### config.mk
export PLATFORM = sky130hd
export DESIGN_NAME = mips32_prog_loader
export DESIGN_NICKNAME = d
export VERILOG_FILES = /design/src/rtl/mips32_prog_loader.sv
export SDC_FILE = /design/constraint.sdc
export NUM_CORES = 1
export LEC_CHECK = 0
export CORE_ASPECT_RATIO = 1.4
export CORE_MARGIN = 5
export CORE_UTILIZATION = 25
export DETAILED_ROUTE_END_ITERATION = 16
export PLACE_DENSITY = 0.55
export SYNTH_ARGS = -nofsm -noshare
export SYNTH_HDL_FRONTEND = slang
export SYNTH_SLANG_ARGS = --single-unit
### constraint.sdc
create_clock -name clk1 -period 9.85 [get_ports clk1]
set_input_delay 1.97 -clock clk1 [delete_from_list [all_inputs] [get_ports clk1]]
set_output_delay 1.97 -clock clk1 [all_outputs]
set_load 0.05 [all_outputs]
### src/rtl/mips32_prog_loader.sv
// Boot-time image loader: parses header/data segments from a valid/ready word stream,
// writes them into core memory and releases the core on an end marker. Optional: CHECKSUM_EN.
module mips32_prog_loader #(
   parameter int ADDR_W = 10,
   parameter int CNT_W  = 16
) (
   input  logic              clk1,
   input  logic              rst,
   input  logic              s_valid,
   output logic              s_ready,
   input  logic [31:0]       s_data,
   output logic              mem_we,
   output logic [ADDR_W-1:0] mem_addr,
   output logic [31:0]       mem_wdata,
   output logic              core_hold,
   output logic [ADDR_W-1:0] start_pc,
   output logic              done,
   output logic              err,
   output logic [7:0]        seg_count,
   output logic [CNT_W-1:0]  words_loaded,
   output logic [2:0]        dbg_state
);

   typedef enum logic [2:0] {
      HDR  = 3'd0,
      DATA = 3'd1,
`ifdef CHECKSUM_EN
      CSUM = 3'd2,
`endif
      DONE = 3'd3,
      ERR  = 3'd4
   } state_t;

   state_t            state_q;
   state_t            state_d;
   logic              rdy_q;
   logic [ADDR_W-1:0] base_q;
   logic [15:0]       cnt_q;
   logic [15:0]       idx_q;
   logic              xfer;
   logic [15:0]       hdr_base;
   logic [15:0]       hdr_cnt;
   logic [16:0]       hdr_span;
   logic              hdr_end;
   logic              hdr_bad;
   logic              last_word;
   logic              seg_inc;
`ifdef CHECKSUM_EN
   logic [31:0]       csum_q;
   logic              csum_ok;
`endif

   // Valid/ready: a word moves on a rising clk1 edge where s_valid && s_ready are both
   // high; the source holds s_data stable while s_valid && !s_ready, and may idle anytime.
   assign xfer      = s_valid && s_ready;
   assign hdr_base  = s_data[31:16];
   assign hdr_cnt   = s_data[15:0];
   assign hdr_end   = (hdr_cnt == 16'd0);
   // Span is computed one bit wider so a segment ending exactly at the top is legal.
   assign hdr_span  = {1'b0, hdr_base} + {1'b0, hdr_cnt};
   assign hdr_bad   = ((hdr_base >> ADDR_W) != 16'd0) || (hdr_span > (17'd1 << ADDR_W));
   assign last_word = (idx_q == (cnt_q - 16'd1));
`ifdef CHECKSUM_EN
   assign csum_ok   = (s_data == csum_q);
`endif
   assign dbg_state = state_q;

   always_comb begin
      state_d   = state_q;
      seg_inc   = 1'b0;
      s_ready   = 1'b0;
      done      = 1'b0;
      err       = 1'b0;
      core_hold = 1'b1;
      case (state_q)
         HDR: begin
            s_ready = rdy_q;
            if (xfer) begin
               if (hdr_end)
                  state_d = DONE;
               else if (hdr_bad)
                  state_d = ERR;
               else
                  state_d = DATA;
            end
         end
         DATA: begin
            s_ready = rdy_q;
            if (xfer && last_word) begin
`ifdef CHECKSUM_EN
               state_d = CSUM;
`else
               state_d = HDR;
               seg_inc = 1'b1;
`endif
            end
         end
`ifdef CHECKSUM_EN
         CSUM: begin
            s_ready = rdy_q;
            if (xfer) begin
               state_d = csum_ok ? HDR : ERR;
               seg_inc = csum_ok;
            end
         end
`endif
         DONE: begin
            done      = 1'b1;
            core_hold = 1'b0;
         end
         ERR: begin
            err = 1'b1;
         end
         default: begin
            state_d = ERR;
         end
      endcase
   end

   always_ff @(posedge clk1 or posedge rst) begin
      if (rst) begin
         state_q      <= HDR;
         rdy_q        <= 1'b0;
         base_q       <= '0;
         cnt_q        <= '0;
         idx_q        <= '0;
         mem_we       <= 1'b0;
         mem_addr     <= '0;
         mem_wdata    <= '0;
         start_pc     <= '0;
         seg_count    <= '0;
         words_loaded <= '0;
      end else begin
         state_q <= state_d;
         rdy_q   <= 1'b1;
         mem_we  <= 1'b0;
         if (xfer && state_q == HDR) begin
            if (hdr_end) begin
               start_pc <= hdr_base[ADDR_W-1:0];
            end else if (!hdr_bad) begin
               base_q <= hdr_base[ADDR_W-1:0];
               cnt_q  <= hdr_cnt;
               idx_q  <= '0;
            end
         end
         if (xfer && state_q == DATA) begin
            mem_we    <= 1'b1;
            mem_addr  <= base_q + idx_q[ADDR_W-1:0];
            mem_wdata <= s_data;
            idx_q     <= idx_q + 16'd1;
            if (words_loaded != '1)
               words_loaded <= words_loaded + 1'b1;
         end
         if (seg_inc && seg_count != 8'hFF)
            seg_count <= seg_count + 8'd1;
      end
   end

`ifdef CHECKSUM_EN
   // Running segment sum, restarted by every accepted header.
   always_ff @(posedge clk1 or posedge rst) begin
      if (rst)
         csum_q <= '0;
      else if (xfer && state_q == HDR)
         csum_q <= '0;
      else if (xfer && state_q == DATA)
         csum_q <= csum_q + s_data;
   end
`endif

endmodule

After elaboration in Yosys (flattened, before gate mapping)
Index checks and enable logic that the tools add are counted.
{"block": "word_totals", "wordCells": 64, "output_inout_bits": 84, "in_bits": 35, "register_bits": 123}
{"block": "op_classes", "n_bitwise": 3, "mux": 16, "eq_ne": 10, "magnitude_cmp": 1, "n_reduce_logical": 17, "addsub": 6}
{"cell": "2-to-1 mux 16 bit", "n": 4}
{"cell": "adder 16 x 1 -> 16 bit (second input constant)", "n": 2}
{"cell": "adder 16 x 16 -> 17 bit", "n": 1}
{"cell": "greater-than comparator 17 x 11 -> 1 bit (second input constant)", "n": 1}
{"cell": "equality test 16 bit", "n": 1}
{"cell": "logical NOT 16 bit", "n": 1}
{"cell": "!= test 16 bit (second input constant)", "n": 1}
{"cell": "nonzero test 16 bit", "n": 1}
{"cell": "subtractor 16 x 1 -> 16 bit (second input constant)", "n": 1}
{"cell": "2-to-1 mux 3 bit", "n": 4}
{"cell": "adder 10 bit", "n": 1}
{"cell": "case mux 3 bit (3 select lines)", "n": 1}
{"cell": "AND reduction 3 bit", "n": 3}
{"cell": "adder 8 x 1 -> 8 bit (second input constant)", "n": 1}
{"cell": "!= test 8 bit (second input constant)", "n": 1}
{"cell": "2-to-1 mux 1 bit", "n": 7}
{"cell": "logical AND 1 bit", "n": 5}
{"cell": "!= test 2 x 1 -> 1 bit (second input constant)", "n": 2}
{"cell": "!= test 2 bit (second input constant)", "n": 2}
{"cell": "AND reduction 2 bit", "n": 2}
{"cell": "OR reduction 2 bit", "n": 2}
{"cell": "equality test 3 x 1 -> 1 bit (second input constant)", "n": 1}
{"cell": "equality test 3 x 2 -> 1 bit (second input constant)", "n": 1}
{"cell": "equality test 3 bit (second input constant)", "n": 1}
{"cell": "4 further kinds", "n": 6}

Depth between registers and ports, before layout
Gate-level depths: netlist of run 1.
{"block": "depth", "ltp_word": 8, "mapped_depth": 11, "ltp_nobuf": 11}

Worst setup path after synthesis of run 1
OpenSTA, ideal clock, no wires.
{"block": "synth_timing", "path_kind": "input to register", "start": "in s_data[0]", "end": "reg base_q[0]", "path_buffers": 1, "setup_ps": 125, "t_required_ps": 9725, "stages": 11, "slack_ps": 5166, "t_arrival_ps": 4559, "path_cell_list": "ha_1 fa_1 a21oi_1 o21ai_0 a31oi_1 o21bai_1 o31ai_1 nor2_1 nand3_1 buf_1 mux2_2"}
{"block": "synth_between", "elab_chain_cells": 5, "elab_cells_between_ends": 7, "cone_classes": "add/sub (1); order compare (1); bitwise (2); reduce/logical (3)"}
{"element": "start, declared", "line_no": "11", "rtl": "input logic [31:0] s_data,"}
{"element": "adder 16 x 16 -> 17 bit", "line_no": "60", "rtl": "assign hdr_span = {1'b0, hdr_base} + {1'b0, hdr_cnt};"}
{"element": "greater-than comparator 17 x 11 -> 1 bit", "line_no": "61", "rtl": "assign hdr_bad = ((hdr_base >> ADDR_W) != 16'd0) || (hdr_span > (17'd1 << ADDR_W));"}
{"element": "logical OR 1 bit", "line_no": "61"}
{"element": "inverter 1 bit (no line)"}
{"element": "AND reduction 3 bit (no line) (*)"}
{"element": "end signal, assigned", "line_no": "141", "rtl": "base_q <= hdr_base[ADDR_W-1:0];"}
{"element": "end, declared", "line_no": "37", "rtl": "logic [ADDR_W-1:0] base_q;"}
Every way passes the cells marked *; elsewhere a longest branch is shown, timed or not.
A chain may end at the register's enable or synchronous reset.

Worst setup path in the final report of run 1
{"block": "layout_timing", "start": "in s_data[16]", "end": "reg cnt_q[4]"}
{"block": "layout_between", "elab_chain_cells": 5}
{"element": "adder 16 x 16 -> 17 bit", "line_no": "60"}
{"element": "greater-than comparator 17 x 11 -> 1 bit", "line_no": "61"}
{"element": "logical OR 1 bit", "line_no": "61"}
{"element": "inverter 1 bit (no line)"}
{"element": "AND reduction 3 bit (no line)"}
{"element": "end signal, assigned", "line_no": "142", "rtl": "cnt_q <= hdr_cnt;"}
{"element": "end, declared", "line_no": "38", "rtl": "logic [15:0] cnt_q;"}
Every way passes these cells.

==> flow_summary.json, run 1 <==
{
  "source_to_sink_clock_delay_at_the_later_pin_of_the_worst_skew_pair_ps": 420,
  "num-nets-final": 930,
  "leak_nw": 4.23,
  "synth_edf_count": 0,
  "critical_path_buf_inv_count": 2,
  "mean_routed_wirelength_per_cell_um": 16.8,
  "cts-resized-gates": 0,
  "synth-warning-count": 0,
  "detail_route.drc_violations": 0,
  "cp_data_arrival_time_ps": 5570,
  "place_area_mm2": 0.00860,
  "clock_tree.htree_level_count": 4,
  "netlist_area_mm2": 0.00701,
  "chipWidth_um": 151,
  "worst_hold_path_type": "reg2reg",
  "fillerInstances": 2839,
  "die-height_um": 208,
  "crit_path_cell_trace": "clkdlybuf4s50_1 > ha_1 > fa_1 > a21oi_1 > o21ai_0 > a31oi_1 > o21bai_1 > o31ai_1 > nor2_1 > nand3_1 > buf_4 > mux2_2",
  "reg2reg_setup_slack_ps": 6300,
  "critical-path-max-stage-delay_ps": 570,
  "vias": 5889,
  "endpoint": "cnt_q[4]",
  "fmax_mhz": 190,
  "power.total_mw": 1.32,
  "cts_tree": "yes",
  "final_core_density_pct": 33.5,
  "post_synth.cell_area_avg_um2": 9.35,
  "dpl.hpwl_um": 15700,
  "worst_setup_path_startpoint": "s_data[16]",
  "power-per-cell-area_mw_per_mm2": 143,
  "reg2regPathDepth": 7,
  "max_cap_viol_count": 0,
  "vdd_drop_max_v": 0.0000966,
  "timing_worst_setup_path_type": "in2reg",
  "finalSetupViolCount": 0,
  "clock_sink_count": 123,
  "rr_endpoint": "seg_count[1]",
  "grt_pass1_vias": 6026,
  "ant_nets": 0,
  "grt_pass1_wl_um": 34000,
  "cts-hold-fix-buffers": 0,
  "io_buffer_count": 118,
  "yosys_register_bits": 123,
  "drt_iter0_drc": 231,
  "syn-num-nets": 815,
  "finalSetupTns_ps": 0,
  "timing.slew.headroom_pct": 33.5,
  "timing_hold_violations_final": 0,
  "worstReg2RegStart": "cnt_q[2]",
  "antenna_found_initial": 0,
  "synthDominantCellAreaShare_pct": 43.9,
  "finalCritPeriodShare_pct": 53.5,
  "vias_per_cell": 4.72,
  "yosys.area.top_type": "sky130_fd_sc_hd__dfrtp_1",
  "critPathLaunchType": "primary input",
  "core_mm2": 0.0277,
  "design.portCount": 119,
  "multi_input_area_mm2": 0.00373,
  "ctsRootBufferMaster": "sky130_fd_sc_hd__clkbuf_16",
  "path_depth": 12,
  "worst-path-max-fanout": 31,
  "tightest_slew_ps": 988,
  "synth_commonest_cells": "sky130_fd_sc_hd__nand2_1 (159), sky130_fd_sc_hd__dfrtp_1 (123), sky130_fd_sc_hd__mux2_2 (38), sky130_fd_sc_hd__xnor2_1 (38), sky130_fd_sc_hd__nor2_1 (35)",
  "num_antenna_cells": 0,
  "cp-end-kind": "register",
  "ys_dominant_reg_cell": "sky130_fd_sc_hd__dfrtp_1",
  "count_of_unique_library_cells_instantiated_by_yosys": 63,
  "area.sequential_mm2": 0.00308,
  "clk_pin_slew_worst_paths_ps": 50,
  "finalWirelength_um": 21000,
  "portion_of_the_post_synthesis_area_used_by_sequential_elements_pct": 43.9,
  "required_ps": 10150,
  "clockBufferDepth": 2,
  "slowest_stage": "sky130_fd_sc_hd__clkdlybuf4s50_1",
  "min_period_ps": 5270,
  "design.die.area_mm2": 0.0315,
  "async_flop_share_pct": 100,
  "postSynthCellCount": 749,
  "layout_cell_area_excl_fill_mm2": 0.00925,
  "netlist_top_cells_area": "sky130_fd_sc_hd__dfrtp_1 (44%), sky130_fd_sc_hd__nand2_1 (8.5%), sky130_fd_sc_hd__mux2_2 (6.1%), sky130_fd_sc_hd__ha_1 (5.2%), sky130_fd_sc_hd__xnor2_1 (4.8%)",
  "dpl.cell_count": 1215,
  "numCtsBuffers": 17,
  "run_status": "complete, no violations",
  "post_route_cells_drive_above_1_share_pct": 11.1,
  "rsz0062_at_grt": "false",
  "skew_ps": 4.71,
  "post_layout_instance_count_excluding_filler_cells": 1247,
  "grt_max_degree": 66,
  "critical_path.top_delay_family": "compound AO/OA/AOI/OAI gates",
  "groute.usage.overall_pct": 13.9,
  "yosys.cell_count.top_type": "sky130_fd_sc_hd__nand2_1",
  "rows": 72,
  "drv_slew": 0,
  "floorplan.initialDensity_pct": 25.3,
  "drt_pre_antenna_iters": 5,
  "post_cts_buffers": 0,
  "finalWeightedCongestion": 0.912,
  "grt_overflow_total": 0,
  "area_delta_synth_final_pct": 32.1
}
## layout make-up
| type | count | share of cell area (%) |
|---|---|---|
| Inverter | 26 | 1.08 |
| Sequential cell | 123 | 33.3 |
| Multi-Input combinational cell | 572 | 40.4 |
| Timing Repair Buffer | 124 | 13.3 |
| Tap cell | 370 | 5.00 |
| Clock inverter | 12 | 2.10 |
| Clock buffer | 20 | 4.94 |
## worst min path at each step
| stage | startpoint | depth (start not counted) | slack, ps | endpoint |
|---|---|---|---|---|
| 3_3_place_gp | mem_wdata[20] | 2 | 460 | mem_wdata[20] |
| 6_report | mem_wdata[16] | 2 | 470 | mem_wdata[16] |
| 5_1_grt | mem_wdata[24] | 2 | 490 | mem_wdata[24] |
| 4_1_cts | mem_wdata[20] | 2 | 480 | mem_wdata[20] |
| 2_1_floorplan | base_q[0] | 1 | 490 | base_q[0] |
| 3_5_place_dp | mem_wdata[20] | 2 | 460 | mem_wdata[20] |
## power by group
part,leakage [nW],switching (mW),internal [mW]
registers,1.71,0.00134,0.507
clock network,0.316,0.233,0.460
logic,2.21,0.0725,0.0446
total,4.23,0.307,1.01
## worst min-delay path, stage by stage (launching register included)
cell	delay, ps
sky130_fd_sc_hd__dfrtp_1	340
sky130_fd_sc_hd__nand2_1	50
sky130_fd_sc_hd__nand2_1	50
## layout by cell type (no fill, tap or decap), drive strengths merged, types with 8 or more instances in the layout
cell,n
nand2,160
xor2,13
o21ai,33
and3,13
ha,29
or2,8
inv,26
nand4,14
clkbuf,20
nor2,35
a21oi,23
nand2b,10
xnor2,38
clkdlybuf4s50,118
nor3,10
dfrtp,123
nand3,18
mux2,38
o31ai,8
nor4,15
## routing by layer
layer	vias up	wire length [um]	track usage, %
li1	2872	-	-
met5	-	0	0
met2	89	11800	26.0
met3	30	442	2.57
met1	2898	8230	15.0
met4	0	559	5.23
## cell families (layout without fill, tap and decap cells)
group	count (synthesis)	in the layout	synth area share [%]
multiplexers	43	43	6.82
adder cells (fa/ha/maj)	31	31	5.75
XOR/XNOR	51	51	6.38
AND/OR/NAND/NOR	323	323	22.4
AO/OA/AOI/OAI	123	123	11.7
other	1	1	0.0535
flip-flops	123	123	43.9
buffers and inverters	54	182	2.89
## metrics by stage
step / setup WS, ps / hold slack [ps]
global route: 4310 / 488
CTS: 4550 / 476
finish: 4580 / 472
detailed placement: 4120 / 462
floorplan: 4610 / 486
global placement: 4190 / 458
## sequential cells by signal (all words and copies together) (netlist names)
signal / cells
base_q: 10
cnt_q: 16
dbg_state: 3
idx_q: 16
mem_addr: 10
mem_wdata: 32
mem_we: 1
rdy_q: 1
seg_count: 8
start_pc: 10
words_loaded: 16
(Power assumes the default switching activity.)
==> run 2: changes to the inputs <==
==> constraint.sdc (replaced) <==
create_clock -name clk1 -period 5.47 [get_ports clk1]
set_input_delay 1.094 -clock clk1 [delete_from_list [all_inputs] [get_ports clk1]]
set_output_delay 1.094 -clock clk1 [all_outputs]
set_load 0.05 [all_outputs]
==> run 2 against run 1 <==
Setup slack worse by 3400 ps. Combinational power is 83% higher. Power is 75% higher. Highest routed layer unchanged. Sequential power is 80% higher. Non-clock buffer count is 2 higher. Clock power is 70% higher. Routed wire length is 0.25% higher.
==> flow_summary.json, run 2 (synthesis gave the netlist of run 1 again) <==
{
  "finalCritPeriodShare_pct": 78.7,
  "design.portCount": 119,
  "cts-resized-gates": 0,
  "worstReg2RegStart": "cnt_q[2]",
  "post_route_cells_drive_above_1_share_pct": 10.9,
  "clock_tree.htree_level_count": 4,
  "reg2reg_setup_slack_ps": 1930,
  "fillerInstances": 2874,
  "die-height_um": 208,
  "cp-end-kind": "register",
  "post_cts_buffers": 0,
  "numCtsBuffers": 17,
  "finalWeightedCongestion": 0.897,
  "groute.usage.overall_pct": 13.7,
  "fmax_mhz": 232,
  "area_delta_synth_final_pct": 31.9,
  "mostFrequentLayoutCell": "sky130_fd_sc_hd__nand2_1",
  "antenna_found_initial": 0,
  "floorplan.initialDensity_pct": 25.3,
  "rows": 72,
  "cts-hold-fix-buffers": 0,
  "grt_max_degree": 124,
  "cp_data_arrival_time_ps": 4580,
  "worst-path-max-fanout": 11,
  "skew_ps": 7.98,
  "top_signal_layer_used": "met4",
  "clockBufferDepth": 2,
  "drt_iter0_drc": 240,
  "layout_common_cells": "sky130_fd_sc_hd__nand2_1 (158), sky130_fd_sc_hd__dfrtp_1 (123), sky130_fd_sc_hd__clkdlybuf4s50_1 (118), sky130_fd_sc_hd__xnor2_1 (38), sky130_fd_sc_hd__mux2_2 (38)",
  "place_area_mm2": 0.00862,
  "vias_per_cell": 4.75,
  "drv_slew": 0,
  "ctsRootBufferMaster": "sky130_fd_sc_hd__clkbuf_16",
  "timing_hold_violations_final": 0,
  "worst_setup_path_startpoint": "s_data[16]",
  "worst_hold_path_type": "reg2reg",
  "endpoint": "idx_q[3]",
  "finalWirelength_um": 21100,
  "finalSetupViolCount": 0,
  "min_period_ps": 4300,
  "cts_tree": "yes",
  "detail_route.wirelength.met1_um": 8170,
  "max_cap_viol_count": 0,
  "mean_routed_wirelength_per_cell_um": 16.9,
  "clk_pin_slew_worst_paths_ps": 60,
  "met3WireLength_um": 612,
  "timing_worst_setup_path_type": "in2reg",
  "source_to_sink_clock_delay_at_the_later_pin_of_the_worst_skew_pair_ps": 430,
  "grt_pass1_vias": 6011,
  "rr_endpoint": "seg_count[1]",
  "finalSetupTns_ps": 0,
  "core_mm2": 0.0277,
  "detail_route.drc_violations": 0,
  "largest_register": "mem_wdata",
  "power.total_mw": 2.31,
  "vias": 5927,
  "leak_nw": 4.23,
  "required_ps": 5740,
  "chipWidth_um": 151,
  "num_antenna_cells": 0,
  "grt_pass1_wl_um": 33400,
  "reg2regPathDepth": 7,
  "rsz0062_at_grt": "false",
  "ant_nets": 0,
  "design.die.area_mm2": 0.0315,
  "run_status": "complete, no violations",
  "num-nets-final": 932,
  "drt_pre_antenna_iters": 4,
  "multi_input_area_mm2": 0.00373,
  "layout_cell_area_excl_fill_mm2": 0.00924,
  "dpl.hpwl_um": 15700,
  "clock_sink_count": 123,
  "critPathLaunchType": "primary input",
  "area.sequential_mm2": 0.00308,
  "routed-wl-met2_um": 11700,
  "largest_reg_flops": 32,
  "io_buffer_count": 118,
  "tightest_slew_ps": 882,
  "timing.slew.headroom_pct": 40.7,
  "vdd_drop_max_v": 0.000228,
  "power-per-cell-area_mw_per_mm2": 250,
  "grt_overflow_total": 0
}
[run 2: cell type report]
cell class	instances	area share, %
Clock buffer	25	5.47
Clock inverter	7	1.19
Inverter	26	1.08
Multi-Input combinational cell	572	40.3
Sequential cell	123	33.3
Tap cell	370	5.01
Timing Repair Buffer	126	13.6
[run 2: power breakdown]
group          internal, mW  leakage, nW  switching [mW]  total, mW
registers             0.913         1.71         0.00224      0.915
logic                0.0818         2.22           0.132      0.214
clock network         0.774        0.307           0.404       1.18
total                  1.77         4.23           0.538       2.31
[run 2: worst max-delay path, cell delays in order]
cell and delay, ps:
sky130_fd_sc_hd__clkdlybuf4s50_1 540, sky130_fd_sc_hd__ha_1 270, sky130_fd_sc_hd__fa_1 410, sky130_fd_sc_hd__a21oi_1 310
sky130_fd_sc_hd__nor2_1 70, sky130_fd_sc_hd__a311oi_1 290, sky130_fd_sc_hd__o2111ai_1 170, sky130_fd_sc_hd__o41ai_1 410
sky130_fd_sc_hd__and4_1 280, sky130_fd_sc_hd__nor4bb_1 370, sky130_fd_sc_hd__buf_4 260, sky130_fd_sc_hd__o22ai_1 100
[run 2: worst min path at each step]
stage	start	end	slack, ps	cells past startpoint
final	mem_wdata[27]	mem_wdata[27]	470	2
after global placement	mem_wdata[4]	mem_wdata[4]	460	2
after floorplan	base_q[0]	base_q[0]	490	1
after global routing	mem_wdata[9]	mem_wdata[9]	500	2
after CTS	mem_wdata[6]	mem_wdata[6]	480	2
after detailed placement	mem_wdata[9]	mem_wdata[9]	460	2
[run 2: routing by layer]
layer / vias to the layer above / GRT usage (%)
met2: 114 / 25.5
met3: 34 / 2.42
li1: 2886 / -
met1: 2893 / 14.8
met5: - / 0
met4: 0 / 5.98
[run 2: metrics by stage]
stage          instances  utilization [%]  setup slack (ps)  hold slack [ps]
2_1_floorplan        749                -              1110              486
3_3_place_gp        1217             31.2               890              460
3_5_place_dp        1217             31.2               756              462
4_1_cts             1249             33.4              1210              477
5_1_grt             1249             33.4              1020              503
6_report            1249             33.4              1170              471
==> run 3: changes to the inputs <==
--- a/config.mk
+++ b/config.mk
@@ -9,7 +9,7 @@
 export CORE_MARGIN = 5
 export CORE_UTILIZATION = 25
 export DETAILED_ROUTE_END_ITERATION = 16
-export PLACE_DENSITY = 0.55
+export PLACE_DENSITY = 0.56
 export SYNTH_ARGS = -nofsm -noshare
 export SYNTH_HDL_FRONTEND = slang
 export SYNTH_SLANG_ARGS = --single-unit
==> constraint.sdc (replaced) <==
create_clock -name clk1 -period 3.7 [get_ports clk1]
set_input_delay 0.74 -clock clk1 [delete_from_list [all_inputs] [get_ports clk1]]
set_output_delay 0.74 -clock clk1 [all_outputs]
set_load 0.05 [all_outputs]
==> run 3 against run 2 <==
Clock skew up 1.7 ps. Critical path type unchanged. Routed wire length is 3.9% higher. Register-to-register slack worse by 1600 ps. Sequential share of layout area decreased by 1.8 points. Largest power group unchanged. Worst hold slack improved by 4.1 ps. Cell area rose by 5.6%. Count of clock-buffer cells in the layout shrank 5. First-iteration DRC count shrank 25%. Sequential power grew 48%. Global-route usage is 0.50 points higher. Sequential cell count is the same.
==> flow_summary.json, run 3 (synthesis gave the netlist of run 1 again) <==
{
  "post_route_cells_drive_above_1_share_pct": 17.8,
  "timing_worst_setup_path_type": "in2reg",
  "internal_power_mw": 2.60,
  "num-nets-final": 995,
  "grt_pass1_wl_um": 35000,
  "required_ps": 3970,
  "cp-end-kind": "register",
  "largest_reg_flops": 32,
  "reg2reg_setup_slack_ps": 330,
  "place_area_mm2": 0.00911,
  "tightest_slew_ps": 743,
  "worst_hold_path_type": "reg2reg",
  "mostFrequentLayoutCell": "sky130_fd_sc_hd__nand2_1",
  "grt_pass1_vias": 6366,
  "post_cts_buffers": 0,
  "drv_slew": 0,
  "finalWeightedCongestion": 0.955,
  "timing.slew.headroom_pct": 50.5,
  "dpl.hpwl_um": 16700,
  "switch_pwr_mw": 0.833,
  "skew_ps": 9.70,
  "chipWidth_um": 151,
  "clock_sink_count": 123,
  "power_frac_clock_pct": 49.1,
  "power-per-cell-area_mw_per_mm2": 352,
  "worst-path-max-fanout": 6,
  "design.die.area_mm2": 0.0315,
  "critPathLaunchType": "primary input",
  "groute.usage.overall_pct": 14.2,
  "rows": 72,
  "fmax_mhz": 278,
  "seq_power_share_pct": 39.4,
  "design.portCount": 119,
  "mean_routed_wirelength_per_cell_um": 16.7,
  "cts_tree": "yes",
  "die-height_um": 208,
  "leak_nw": 4.53,
  "detail_route.drc_violations": 0,
  "source_to_sink_clock_delay_at_the_later_pin_of_the_worst_skew_pair_ps": 420,
  "ant_nets": 0,
  "run_status": "complete, no violations",
  "reg2regPathDepth": 6,
  "final_core_density_pct": 35.3,
  "cts-hold-fix-buffers": 0,
  "grt_max_degree": 124,
  "numCtsBuffers": 17,
  "layout_cell_area_excl_fill_mm2": 0.00976,
  "floorplan.initialDensity_pct": 25.3,
  "power.switching_fraction_pct": 24.3,
  "vias_per_cell": 4.67,
  "rr_endpoint": "seg_count[1]",
  "min_period_ps": 3600,
  "grt_overflow_total": 0,
  "vdd_drop_max_v": 0.000300,
  "antenna_found_initial": 0,
  "clockBufferDepth": 2,
  "largest_register": "mem_wdata",
  "clk_pin_slew_worst_paths_ps": 60,
  "power.total_mw": 3.43,
  "worstReg2RegStart": "cnt_q[6]",
  "ctsRootBufferMaster": "sky130_fd_sc_hd__clkbuf_16",
  "num_antenna_cells": 0,
  "finalWirelength_um": 21900,
  "cp_data_arrival_time_ps": 3870,
  "io_buffer_count": 118,
  "drt_pre_antenna_iters": 4,
  "combinationalPowerShare_pct": 11.5,
  "layout_common_cells": "sky130_fd_sc_hd__nand2_1 (158), sky130_fd_sc_hd__dfrtp_1 (123), sky130_fd_sc_hd__clkdlybuf4s50_1 (117), sky130_fd_sc_hd__buf_4 (68)",
  "endpoint": "idx_q[3]",
  "max_cap_viol_count": 0,
  "finalSetupTns_ps": 0,
  "finalCritPeriodShare_pct": 97.3,
  "clock_tree.htree_level_count": 4,
  "rsz0062_at_grt": "false",
  "timing_hold_violations_final": 0,
  "core_mm2": 0.0277,
  "vias": 6125,
  "finalSetupViolCount": 0,
  "worst_setup_path_startpoint": "s_data[1]",
  "area_delta_synth_final_pct": 39.3,
  "drt_iter0_drc": 179
}
==> run 3: cell count changes in the layout (fill, tap and decap cells not counted), sizes merged <==
cell and delta:
dlygate4sd2 +1, inv -1, clkinvlp +6, buf +63
clkbuf -5, clkdlybuf4s50 -1
==> run 3: area by class of cell <==
class | instances | area, um2
timing repair buffer | 189 | 1740
tap | 370 | 463
sequential | 123 | 3080
fill | 2850 | 17900
clock inverter | 12 | 148
inverter | 26 | 101
multi-input combinational | 572 | 3780
clock buffer | 20 | 447
==> run 3: worst max-delay path, stage by stage <==
cell and delay (ps):
sky130_fd_sc_hd__clkdlybuf4s50_1 500, sky130_fd_sc_hd__buf_4 190, sky130_fd_sc_hd__ha_1 270, sky130_fd_sc_hd__a211oi_1 80, sky130_fd_sc_hd__buf_4 150, sky130_fd_sc_hd__o311a_1 380
sky130_fd_sc_hd__nor3_1 400, sky130_fd_sc_hd__a2bb2oi_1 220, sky130_fd_sc_hd__nand4_1 140, sky130_fd_sc_hd__buf_4 180, sky130_fd_sc_hd__nor4bb_4 310, sky130_fd_sc_hd__buf_4 220
sky130_fd_sc_hd__o22ai_1 90
==> run 3: what timing repair did <==
item | 4_1_cts | 5_1_grt
pin swaps | 0 | 3
setup endpoints to repair | 40 | 42
gates resized for setup | 4 | 9
cloned | 0 | 1
endpoints found under the hold margin | 0 | 0
==> run 3: power groups by stage <==
stage	sequential (mW)	clock (mW)	combinational, mW
3_3_place_gp	1.38	0	0.383
5_1_grt	1.35	1.78	0.430
2_1_floorplan	1.38	0	0.179
3_5_place_dp	1.38	0	0.383
6_report	1.35	1.69	0.393
4_1_cts	1.35	1.73	0.389
==> run 3: worst min-delay path by stage <==
stage                        startpoint            end  slack (ps)  cells past startpoint
after floorplan               base_q[0]      base_q[0]         490                      1
after global placement    mem_wdata[12]  mem_wdata[12]         460                      2
after detailed placement  mem_wdata[10]  mem_wdata[10]         460                      2
after CTS                 mem_wdata[13]  mem_wdata[13]         480                      2
after global routing      mem_wdata[31]  mem_wdata[31]         500                      2
final                     mem_wdata[13]  mem_wdata[13]         480                      2
==> run 3: layer usage <==
metal / vias up / routed length, um / GRT usage, %
met2: 111 / 12100 / 26.5
met1: 2970 / 8420 / 15.5
met4: 0 / 806 / 6.54
li1: 3005 / - / -
met3: 39 / 524 / 2.05
met5: - / 0 / 0
==> run 3: metrics by stage <==
step	std cells	hold slack, ps	setup slack [ps]
2_1_floorplan	749	486	246
3_3_place_gp	1279	462	-428
3_5_place_dp	1279	461	-520
4_1_cts	1311	481	85.0
5_1_grt	1312	503	0.470
6_report	1312	475	98.8
